## config.mk

```make
export PLATFORM = sky130hd
export DESIGN_NAME = data_frame_rx_flat
export DESIGN_NICKNAME = d
export VERILOG_FILES = /design/src/rtl/data_frame_pkg.sv /design/src/rtl/data_frame_rx_if.sv /design/src/rtl/data_frame_rx_sat_counter.sv /design/src/rtl/data_frame_rx.sv /design/src/flat_wrapper.sv
export SDC_FILE = /design/constraint.sdc
export NUM_CORES = 1
export LEC_CHECK = 0
export BUFFER_PORTS_ARGS = -buffer_cell sky130_fd_sc_hd__buf_2
export CORE_MARGIN = 2
export CORE_UTILIZATION = 55
export CTS_BUF_LIST = sky130_fd_sc_hd__clkbuf_8
export DETAILED_ROUTE_END_ITERATION = 10
export PLACE_DENSITY = 0.78
export SYNTH_ARGS = -nofsm -noshare
export SYNTH_HDL_FRONTEND = slang
export SYNTH_SLANG_ARGS = --single-unit
```

## constraint.sdc

```tcl
create_clock -name clk -period 7.9 [get_ports clk]
set_input_delay 1.185 -clock clk [delete_from_list [all_inputs] [get_ports clk]]
set_output_delay 1.185 -clock clk [all_outputs]
set_load 0.03 [all_outputs]
```

## src/rtl/data_frame_pkg.sv

```systemverilog
// Shared definitions for the three-word frame link (transmitter and receiver).
package data_frame_pkg;

  typedef enum logic [1:0] {
    W0      = 2'd0,
    W1      = 2'd1,
    W2      = 2'd2,
    DISCARD = 2'd3
  } rx_state_e;

  localparam int FRAME_WORDS = 3;
  localparam int DEF_DATA_W  = 32;
  localparam int DEF_KEEP_W  = DEF_DATA_W / 8;
  localparam int DEF_CNT_W   = 16;

  localparam logic [DEF_KEEP_W-1:0] KEEP_ALL = {DEF_KEEP_W{1'b1}};

endpackage

```

## src/rtl/data_frame_rx_if.sv

```systemverilog
// Aurora RX user stream: master drives beats, slave consumes every valid beat.
interface data_frame_rx_if #(
  parameter int DATA_W = data_frame_pkg::DEF_DATA_W,
  parameter int KEEP_W = DATA_W / 8
);
  logic [DATA_W-1:0] rx_data;
  logic              rx_valid;
  logic              rx_last;
  logic [KEEP_W-1:0] rx_keep;

  modport master (output rx_data, output rx_valid, output rx_last, output rx_keep);
  modport slave  (input  rx_data, input  rx_valid, input  rx_last, input  rx_keep);
endinterface

```

## src/rtl/data_frame_rx_sat_counter.sv

```systemverilog
// Event counter that sticks at all-ones instead of wrapping.
module sat_counter #(
  parameter int CNT_W = data_frame_pkg::DEF_CNT_W
) (
  input  logic             clk,
  input  logic             reset,
  input  logic             inc,
  output logic [CNT_W-1:0] count
);

  logic [CNT_W-1:0] count_q;
  logic [CNT_W-1:0] count_d;

  // NOTE: every signal assigned in always_comb gets a default first so no latch is inferred.
  always_comb begin
    count_d = count_q;
    if (inc && (count_q != {CNT_W{1'b1}})) begin
      count_d = count_q + 1'b1;
    end
  end

  // NOTE: state registers use non-blocking assignments so all flops update together.
  always_ff @(posedge clk or posedge reset) begin
    if (reset) begin
      count_q <= '0;
    end else begin
      count_q <= count_d;
    end
  end

  assign count = count_q;

endmodule

```

## src/rtl/data_frame_rx.sv

```systemverilog
// Reassembles 3-beat Aurora RX frames into data_1..3; flags and counts malformed frames.
module data_frame_rx
  import data_frame_pkg::*;
#(
  parameter int DATA_W = DEF_DATA_W,
  parameter int KEEP_W = DATA_W / 8,
  parameter int CNT_W  = DEF_CNT_W
) (
  input  logic              clk,
  input  logic              reset,
  data_frame_rx_if.slave    rx,
  output logic [DATA_W-1:0] data_1,
  output logic [DATA_W-1:0] data_2,
  output logic [DATA_W-1:0] data_3,
  output logic              frame_valid,
  output logic              frame_err,
  output logic [CNT_W-1:0]  frame_cnt,
  output logic [CNT_W-1:0]  err_cnt
);

  rx_state_e         state_q;
  logic [DATA_W-1:0] shadow_q [FRAME_WORDS-1];
  logic [DATA_W-1:0] data_1_q, data_2_q, data_3_q;
  logic              frame_valid_q, frame_err_q;
  logic              good_d, bad_d;

  // Terminating-beat classification, shared by the FSM and the counters.
  always_comb begin
    good_d = 1'b0;
    bad_d  = 1'b0;
    if (rx.rx_valid && rx.rx_last) begin
      if (state_q == W2 && (&rx.rx_keep)) begin
        good_d = 1'b1;
      end else begin
        bad_d = 1'b1;
      end
    end
  end

  // NOTE: the shadow words are only two registers, so they are reset with the rest of the state.
  always_ff @(posedge clk or posedge reset) begin
    if (reset) begin
      state_q       <= W0;
      shadow_q[0]   <= '0;
      shadow_q[1]   <= '0;
      data_1_q      <= '0;
      data_2_q      <= '0;
      data_3_q      <= '0;
      frame_valid_q <= 1'b0;
      frame_err_q   <= 1'b0;
    end else begin
      frame_valid_q <= good_d;
      frame_err_q   <= bad_d;
      if (rx.rx_valid) begin
        case (state_q)
          W0: begin
            if (!rx.rx_last) begin
              shadow_q[0] <= rx.rx_data;
              state_q     <= W1;
            end
          end
          W1: begin
            if (rx.rx_last) begin
              state_q <= W0;
            end else begin
              shadow_q[1] <= rx.rx_data;
              state_q     <= W2;
            end
          end
          W2: begin
            if (rx.rx_last) begin
              state_q <= W0;
              if (good_d) begin
                data_1_q <= shadow_q[0];
                data_2_q <= shadow_q[1];
                data_3_q <= rx.rx_data;
              end
            end else begin
              state_q <= DISCARD;
            end
          end
          DISCARD: begin
            if (rx.rx_last) begin
              state_q <= W0;
            end
          end
          default: state_q <= W0;
        endcase
      end
    end
  end

  sat_counter #(.CNT_W(CNT_W)) u_frame_cnt (
    .clk   (clk),
    .reset (reset),
    .inc   (good_d),
    .count (frame_cnt)
  );

  sat_counter #(.CNT_W(CNT_W)) u_err_cnt (
    .clk   (clk),
    .reset (reset),
    .inc   (bad_d),
    .count (err_cnt)
  );

  assign data_1      = data_1_q;
  assign data_2      = data_2_q;
  assign data_3      = data_3_q;
  assign frame_valid = frame_valid_q;
  assign frame_err   = frame_err_q;

endmodule

```

## src/flat_wrapper.sv

```systemverilog
// flat-port wrapper written by rule: the top's interface ports become plain ports
module data_frame_rx_flat import data_frame_pkg::*;
#(
  parameter int DATA_W = DEF_DATA_W,
  parameter int KEEP_W = DATA_W / 8,
  parameter int CNT_W  = DEF_CNT_W
)
  (clk, reset, data_1, data_2, data_3, frame_valid, frame_err, frame_cnt, err_cnt, rx_rx_data, rx_rx_valid, rx_rx_last, rx_rx_keep);
  data_frame_rx_if #(.DATA_W(DATA_W), .KEEP_W(KEEP_W)) rx_i ();
  input  logic clk;
  input  logic reset;
  output logic [DATA_W-1:0] data_1;
  output logic [DATA_W-1:0] data_2;
  output logic [DATA_W-1:0] data_3;
  output logic frame_valid;
  output logic frame_err;
  output logic [CNT_W-1:0] frame_cnt;
  output logic [CNT_W-1:0] err_cnt;
  input wire logic [$bits(rx_i.rx_data)-1:0] rx_rx_data;
  input wire logic [$bits(rx_i.rx_valid)-1:0] rx_rx_valid;
  input wire logic [$bits(rx_i.rx_last)-1:0] rx_rx_last;
  input wire logic [$bits(rx_i.rx_keep)-1:0] rx_rx_keep;
  assign rx_i.rx_data = rx_rx_data;
  assign rx_i.rx_valid = rx_rx_valid;
  assign rx_i.rx_last = rx_rx_last;
  assign rx_i.rx_keep = rx_rx_keep;
  data_frame_rx #(.DATA_W(DATA_W), .KEEP_W(KEEP_W), .CNT_W(CNT_W)) u_core (.clk(clk), .reset(reset), .rx(rx_i), .data_1(data_1), .data_2(data_2), .data_3(data_3), .frame_valid(frame_valid), .frame_err(frame_err), .frame_cnt(frame_cnt), .err_cnt(err_cnt));
endmodule
```

==> metrics, run 1 <==
status finished clean; cts bufs inserted 17; Vias 4732; Die ar. 14920 um2; Worst-Skew Late Latency 450 ps; Synth Area in Adders 0.3260%; gr ovfl total 0; Period minus WS final 2412 ps; Detailed Route Iter0 Violations 286; die span in y 122.1 um; Area after DPL 8710 um2; Crit Path Category input pin to flop; sequential share of the synthesized area 63.90%; share of post-route cells with drive strength above 1 55.17%; syn nets 542; largest family of logic cells by synthesized area multiplexers; Power Density 280.5 nW/um2; GPL Wtd Cong 0.8001; Setup Buffers After CTS 0; Final setup viols 0; global router's overall resource usage 21.44%; Pint 1.783 mW; post-synthesis mux area share 24.21%; core area 13770 um2; final core occ 66.21%; asr flop ratio synth 100.0%; CTS tree yes; Pre-antenna DRT Iters 4; max frequency 0.4147 GHz; final setup margin 5488 ps; IO buf count 169; Placed Cells 836; largest net degree at the start of global routing 74; Tcrit/Tclk final 30.53%; Hold WS 492.7 ps; Post-Syn Area per Cell 15.35 um2; Resized Gates After CTS 0; MaxCap Viol Count 0; commonest non-fill, non-tap cell in the layout dfrtp_1; Synth area leader dfrtp_1; switching portion of total power 30.28%; Peak VDD IR 0.2358 mV; worst rel slew slack 41.63%; crit path max fanout 49; flops & latches, synth 196; Slew Limit Fails 0; cell area after layout 9119 um2; synthesis-to-finish area growth 18.79%; H-Tree Depth 4; placed wire-length estimate 10260 um; Comb power frac 21.5%; RSZ-0062 raised after global routing false; sw power 0.7745 mW; clk root buf clkbuf_8; CTS Hold Bufs 0; setup slack at placement 5001 ps; Starting Density 55.73%; Synth area leaders dfrtp_1 64%, mux2_2 24%, xnor2_1 1.5%, xor2_1 1.5%, buf_2 1.2%; FP Rows 43; critical path startpoint category input pin; setup TNS 0 ps; Top FF cell, synth dfrtp_1; EDFF count, synth 0; Clock Path Buffers 2; Worst Tran Pin Value 869.7 ps; io pins 170; Routed wire per std cell 17.27 um; clock sinks 196; most frequent cells in the layout 196 x dfrtp_1, 169 x buf_2, 164 x mux2_2; Flop pwr share 53.1%; worst path arrival time 2750 ps; # DRC 0; ANT nets after route 0; synth warn 0; top-area cell type share of the netlist area 63.90%; Hold Crit Class flop to flop; synthesized area 7676 um2; initial antenna violation count 1; Post-Synth XOR/XNOR Area 2.967%; clock slew seen by the registers of the worst setup and hold paths 90 ps; Die X 122.1 um; Leak 4.707 nW; Setup crit end kind flop; post-synthesis cell type count 33; clock group share of total power 25.4%; Req. time, crit path 8240 ps; Hold Violations, Final 0; first-pass GRT wire length 24450 um; Pwr Total 2.558 mW; Setup Skew 7.654 ps; Mapped Cells 500; vias in the first global route 4827; Vias/cell 5.452; Synth Area in Compound Gates 0.7498%; routed wire length 14990 um; non-filler cells, final 868; simple-gate share of the synthesized area 6.292%; NumNets Final 717
[power by group through the flow]
stage	logic, mW	registers, mW	clock network (mW)
after detailed placement	0.556	1.38	0
after global placement	0.538	1.36	0
after global routing	0.594	1.39	0.713
final	0.549	1.36	0.650
after floorplan	0.238	1.51	0
after CTS	0.557	1.36	0.675
[area by class of cell]
cell class | count | area (um2)
Sequential cell | 196 | 4905
Timing Repair Buffer | 176 | 898.4
Fill cell | 1032 | 4654
Antenna cell | 1 | 2.502
Multi-Input combinational cell | 281 | 2665
Tap cell | 180 | 225.2
Inverter | 3 | 16.27
Clock buffer | 18 | 247.7
Clock inverter | 13 | 158.9
[sequential cells by signal, summed over array words and instances, names as in the netlist]
register,flops
u_core.data_2,32
u_core.state_q,2
u_core.shadow_q,64
u_core.data_1,32
u_core.frame_err,1
u_core.data_3,32
u_core.u_frame_cnt.count,16
u_core.u_err_cnt.count,16
u_core.frame_valid,1
[cells by family after synthesis]
logic type | after synthesis
adders and majority gates | 2
xor gates and xnor gates | 26
muxes | 165
and+or+nand+nor | 79
buffers and inverters | 23
DFF | 196
AOI/OAI and AO/OA | 9
[worst paths after layout]
check                                                 from                           to  slack (ps)  cells past startpoint
worst max-delay path                            rx_rx_last  u_core.u_frame_cnt.count[1]        5490                      6
worst min-delay path            u_core.u_err_cnt.count[15]   u_core.u_err_cnt.count[15]         490                      1
worst max register to register   u_core.u_err_cnt.count[0]    u_core.u_err_cnt.count[1]        5710                      6
worst min register to register  u_core.u_err_cnt.count[15]   u_core.u_err_cnt.count[15]         490                      1
max in group asynchronous                            reset            u_core.data_1[12]        5840                      3
min in group asynchronous                            reset             u_core.frame_err         830                      2
[metal layers]
layer,vias up,global-route usage [%],routed length [um]
li1,2152,-,-
met3,24,6.788,926
met2,136,33.21,7086
met4,0,8.764,337
met5,-,0,0
met1,2420,28.28,6640
[synthesized netlist by cell type, drive strengths merged (2+ instances only)]
library cell	instances
a21oi	2
and2	2
and3	9
and4	4
buf	20
dfrtp	196
ha	2
inv	3
mux2	165
nand2	13
nand3	14
nand4	13
nor2	5
nor3	7
nor4	7
nor4b	2
o21ai	4
xnor2	13
xor2	13
[critical path, stage by stage]
cell     delay (ps)
buf_2           160
nand4_1         190
nor2_4          150
buf_4           500
nand2_1         190
mux2_1          360
No activity file was read; power rests on OpenSTA's default activity.
==> inputs of run 2 (changes only) <==
--- a/config.mk
+++ b/config.mk
@@ -7,10 +7,10 @@
 export LEC_CHECK = 0
 export BUFFER_PORTS_ARGS = -buffer_cell sky130_fd_sc_hd__buf_2
 export CORE_MARGIN = 2
-export CORE_UTILIZATION = 55
+export CORE_UTILIZATION = 51
 export CTS_BUF_LIST = sky130_fd_sc_hd__clkbuf_8
 export DETAILED_ROUTE_END_ITERATION = 10
-export PLACE_DENSITY = 0.78
+export PLACE_DENSITY = 0.76
 export SYNTH_ARGS = -nofsm -noshare
 export SYNTH_HDL_FRONTEND = slang
 export SYNTH_SLANG_ARGS = --single-unit
==> constraint.sdc (replaced) <==
create_clock -name clk -period 2.2 [get_ports clk]
set_input_delay 0.33 -clock clk [delete_from_list [all_inputs] [get_ports clk]]
set_output_delay 0.33 -clock clk [all_outputs]
set_load 0.03 [all_outputs]
==> metrics, run 2 (same netlist as run 1, synthesis figures left out) <==
core area 14640 um2 (was 13770 um2); max frequency 0.4935 GHz; vias in the first global route 4781 (was 4827); Setup Buffers After CTS 0 (unchanged); FF-to-FF path depth 5 (was 6); share of post-route cells with drive strength above 1 55.35% (was 55.17%); CP max stage cell or4_4 (was buf_4); clock group share of total power 25.7% (was 25.4%); Area after DPL 8811 um2 (was 8710 um2); CTS Hold Bufs 1 (was 0); Pint 6.349 mW (was 1.783 mW); status finished clean (unchanged); global router's overall resource usage 19.50% (was 21.44%); Period minus WS final 2026 ps; io pins 170 (unchanged); Setup crit end kind flop (unchanged); hold_sp rx_rx_data[27] (was u_core.u_err_cnt.count[15]); setup TNS 0 ps (unchanged); H-Tree Depth 4 (unchanged); die span in y 126.7 um (was 122.1 um); cell area after layout 9234 um2 (was 9119 um2); routed wire length 14990 um (about the same); IO buf count 169 (unchanged); R2R Path Start u_core.u_frame_cnt.count[0] (was u_core.u_err_cnt.count[0]); internal reg-to-reg setup slack 170 ps (was 5710 ps); Detailed Route Iter0 Violations 275 (was 286); diode count 0 (was 1); Worst Tran Pin Value 578.1 ps (was 869.7 ps); clk root buf clkbuf_8 (unchanged); worst path bufs/invs 0 (was 2); gr ovfl total 0 (unchanged); Die ar. 16050 um2 (was 14920 um2); RSZ-0062 raised after global routing false (unchanged); Power Density 1001 nW/um2 (was 280.5 nW/um2); most frequent cells in the layout 196 x dfrtp_1, 169 x buf_2, 164 x mux2_2 (unchanged); Flop pwr share 52.8% (was 53.1%); critical path startpoint category flop (was input pin); Pre-antenna DRT Iters 4 (unchanged); commonest non-fill, non-tap cell in the layout dfrtp_1 (unchanged); Comb power frac 21.5% (about the same); worst hold path endpoint u_core.data_3[27] (was u_core.u_err_cnt.count[15]); placed wire-length estimate 10170 um (was 10260 um); Final setup viols 0 (unchanged); CTS tree yes (unchanged); clock slew seen by the registers of the worst setup and hold paths 100 ps (was 90 ps); Max stage delay on crit path 660 ps (was 500 ps); sw power 2.892 mW (was 0.7745 mW); ANT nets after route 0 (unchanged); worst rel slew slack 61.14% (was 41.63%); non-filler cells, final 876 (was 868); Reg with most FFs u_core.shadow_q (unchanged); Vias/cell 5.308 (was 5.452); setup slack at placement 208.3 ps (was 5001 ps); initial antenna violation count 0 (was 1); GPL Wtd Cong 0.8994 (was 0.8001); Crit path max-delay family simple AND/OR/NAND/NOR gates (was buffers and inverters); synthesis-to-finish area growth 20.29% (was 18.79%); Clock Path Buffers 2 (unchanged); Setup Skew 8.446 ps (was 7.654 ps); Routed wire per std cell 17.11 um (was 17.27 um); clock sinks 196 (unchanged); # DRC 0 (unchanged); switching portion of total power 31.30% (was 30.28%); Starting Density 52.42% (was 55.73%); NumNets Final 721 (was 717); worst path arrival time 2360 ps (was 2750 ps); Die X 126.7 um (was 122.1 um); Hold Crit Class input pin to flop (was flop to flop); cts bufs inserted 17 (unchanged); hold path cells 2 (was 1); Vias 4650 (was 4732); Hold WS 135.1 ps (was 492.7 ps); max FFs per register 64 (unchanged); Resized Gates After CTS 0 (unchanged); Placed Cells 843 (was 836); largest net degree at the start of global routing 89 (was 74); Crit Path Category flop to flop (was input pin to flop); Slew Limit Fails 0 (unchanged); Critical R2R Capture u_core.u_frame_cnt.count[1] (was u_core.u_err_cnt.count[1]); CP Cell Sequence ha_1, nand3_1, or4_4, nand2_1, mux2_1 (was buf_2, nand4_1, nor2_4, buf_4, nand2_1, mux2_1); Worst-Skew Late Latency 450 ps (about the same); final setup margin 173.5 ps (was 5488 ps); FP Rows 44 (was 43); crit path max fanout 13 (was 49); Req. time, crit path 2540 ps (was 8240 ps); Peak VDD IR 0.7581 mV (was 0.2358 mV); first-pass GRT wire length 24720 um (was 24450 um); Leak 4.745 nW (was 4.707 nW); MaxCap Viol Count 0 (unchanged); Hold Violations, Final 0 (unchanged); Tcrit/Tclk final 92.11%
==> run 2: cell count changes in the layout (fill, tap and decap cells not counted) <==
cell	before	now
diode_2	1	0
buf_12	0	6
dlygate4sd3_1	0	1
clkinv_2	5	1
clkinv_4	2	3
buf_4	7	4
inv_6	1	5
bufinv_16	3	2
inv_8	1	2
==> run 2: power by group through the flow <==
stage | Combinational (mW) | Sequential [mW] | Clock [mW]
after floorplan | 0.855 | 5.42 | 0
after global placement | 1.95 | 4.88 | 0
after detailed placement | 2.01 | 4.95 | 0
after CTS | 2.02 | 4.88 | 2.46
after global routing | 2.13 | 4.99 | 2.60
final | 1.99 | 4.88 | 2.38
==> run 2: area by class of cell <==
type                       instances  area, um2
timing repair buffer             180       1006
clock buffer                      18      247.7
multi-input combinational        281       2665
sequential                       196       4905
clock inverter                    14      165.2
tap                              184      230.2
inverter                           3      15.01
fill                            1112       5410
==> run 2: metal layers <==
metal	up-vias	share of wire (%)	global-route usage, %
met5	-	0	0
li1	2150	-	-
met1	2340	45	26.69
met2	138	48	29.73
met4	0	1.9	7.692
met3	22	5.6	5.736
==> run 2: worst max path at each step <==
| stage | cells after the start | endpoint | start | slack, ps |
|---|---|---|---|---|
| finish | 5 | u_core.u_frame_cnt.count[1] | u_core.u_frame_cnt.count[0] | 170 |
| global route | 5 | u_core.u_frame_cnt.count[1] | u_core.u_frame_cnt.count[0] | 80 |
| CTS | 5 | u_core.u_frame_cnt.count[1] | u_core.u_frame_cnt.count[0] | 180 |
| detailed placement | 5 | u_core.u_frame_cnt.count[1] | u_core.u_frame_cnt.count[0] | 210 |
| global placement | 5 | u_core.u_frame_cnt.count[1] | u_core.u_frame_cnt.count[0] | 300 |
| floorplan | 1 | u_core.data_1[0] | reset | -660 |
==> run 2: through the flow <==
| stage | util [%] | total power, mW |
|---|---|---|
| after floorplan | - | 6.272 |
| after global placement | 60.17 | 6.828 |
| after detailed placement | 60.17 | 6.960 |
| after CTS | 63.06 | 9.356 |
| after global routing | 63.06 | 9.717 |
| final | 63.06 | 9.241 |
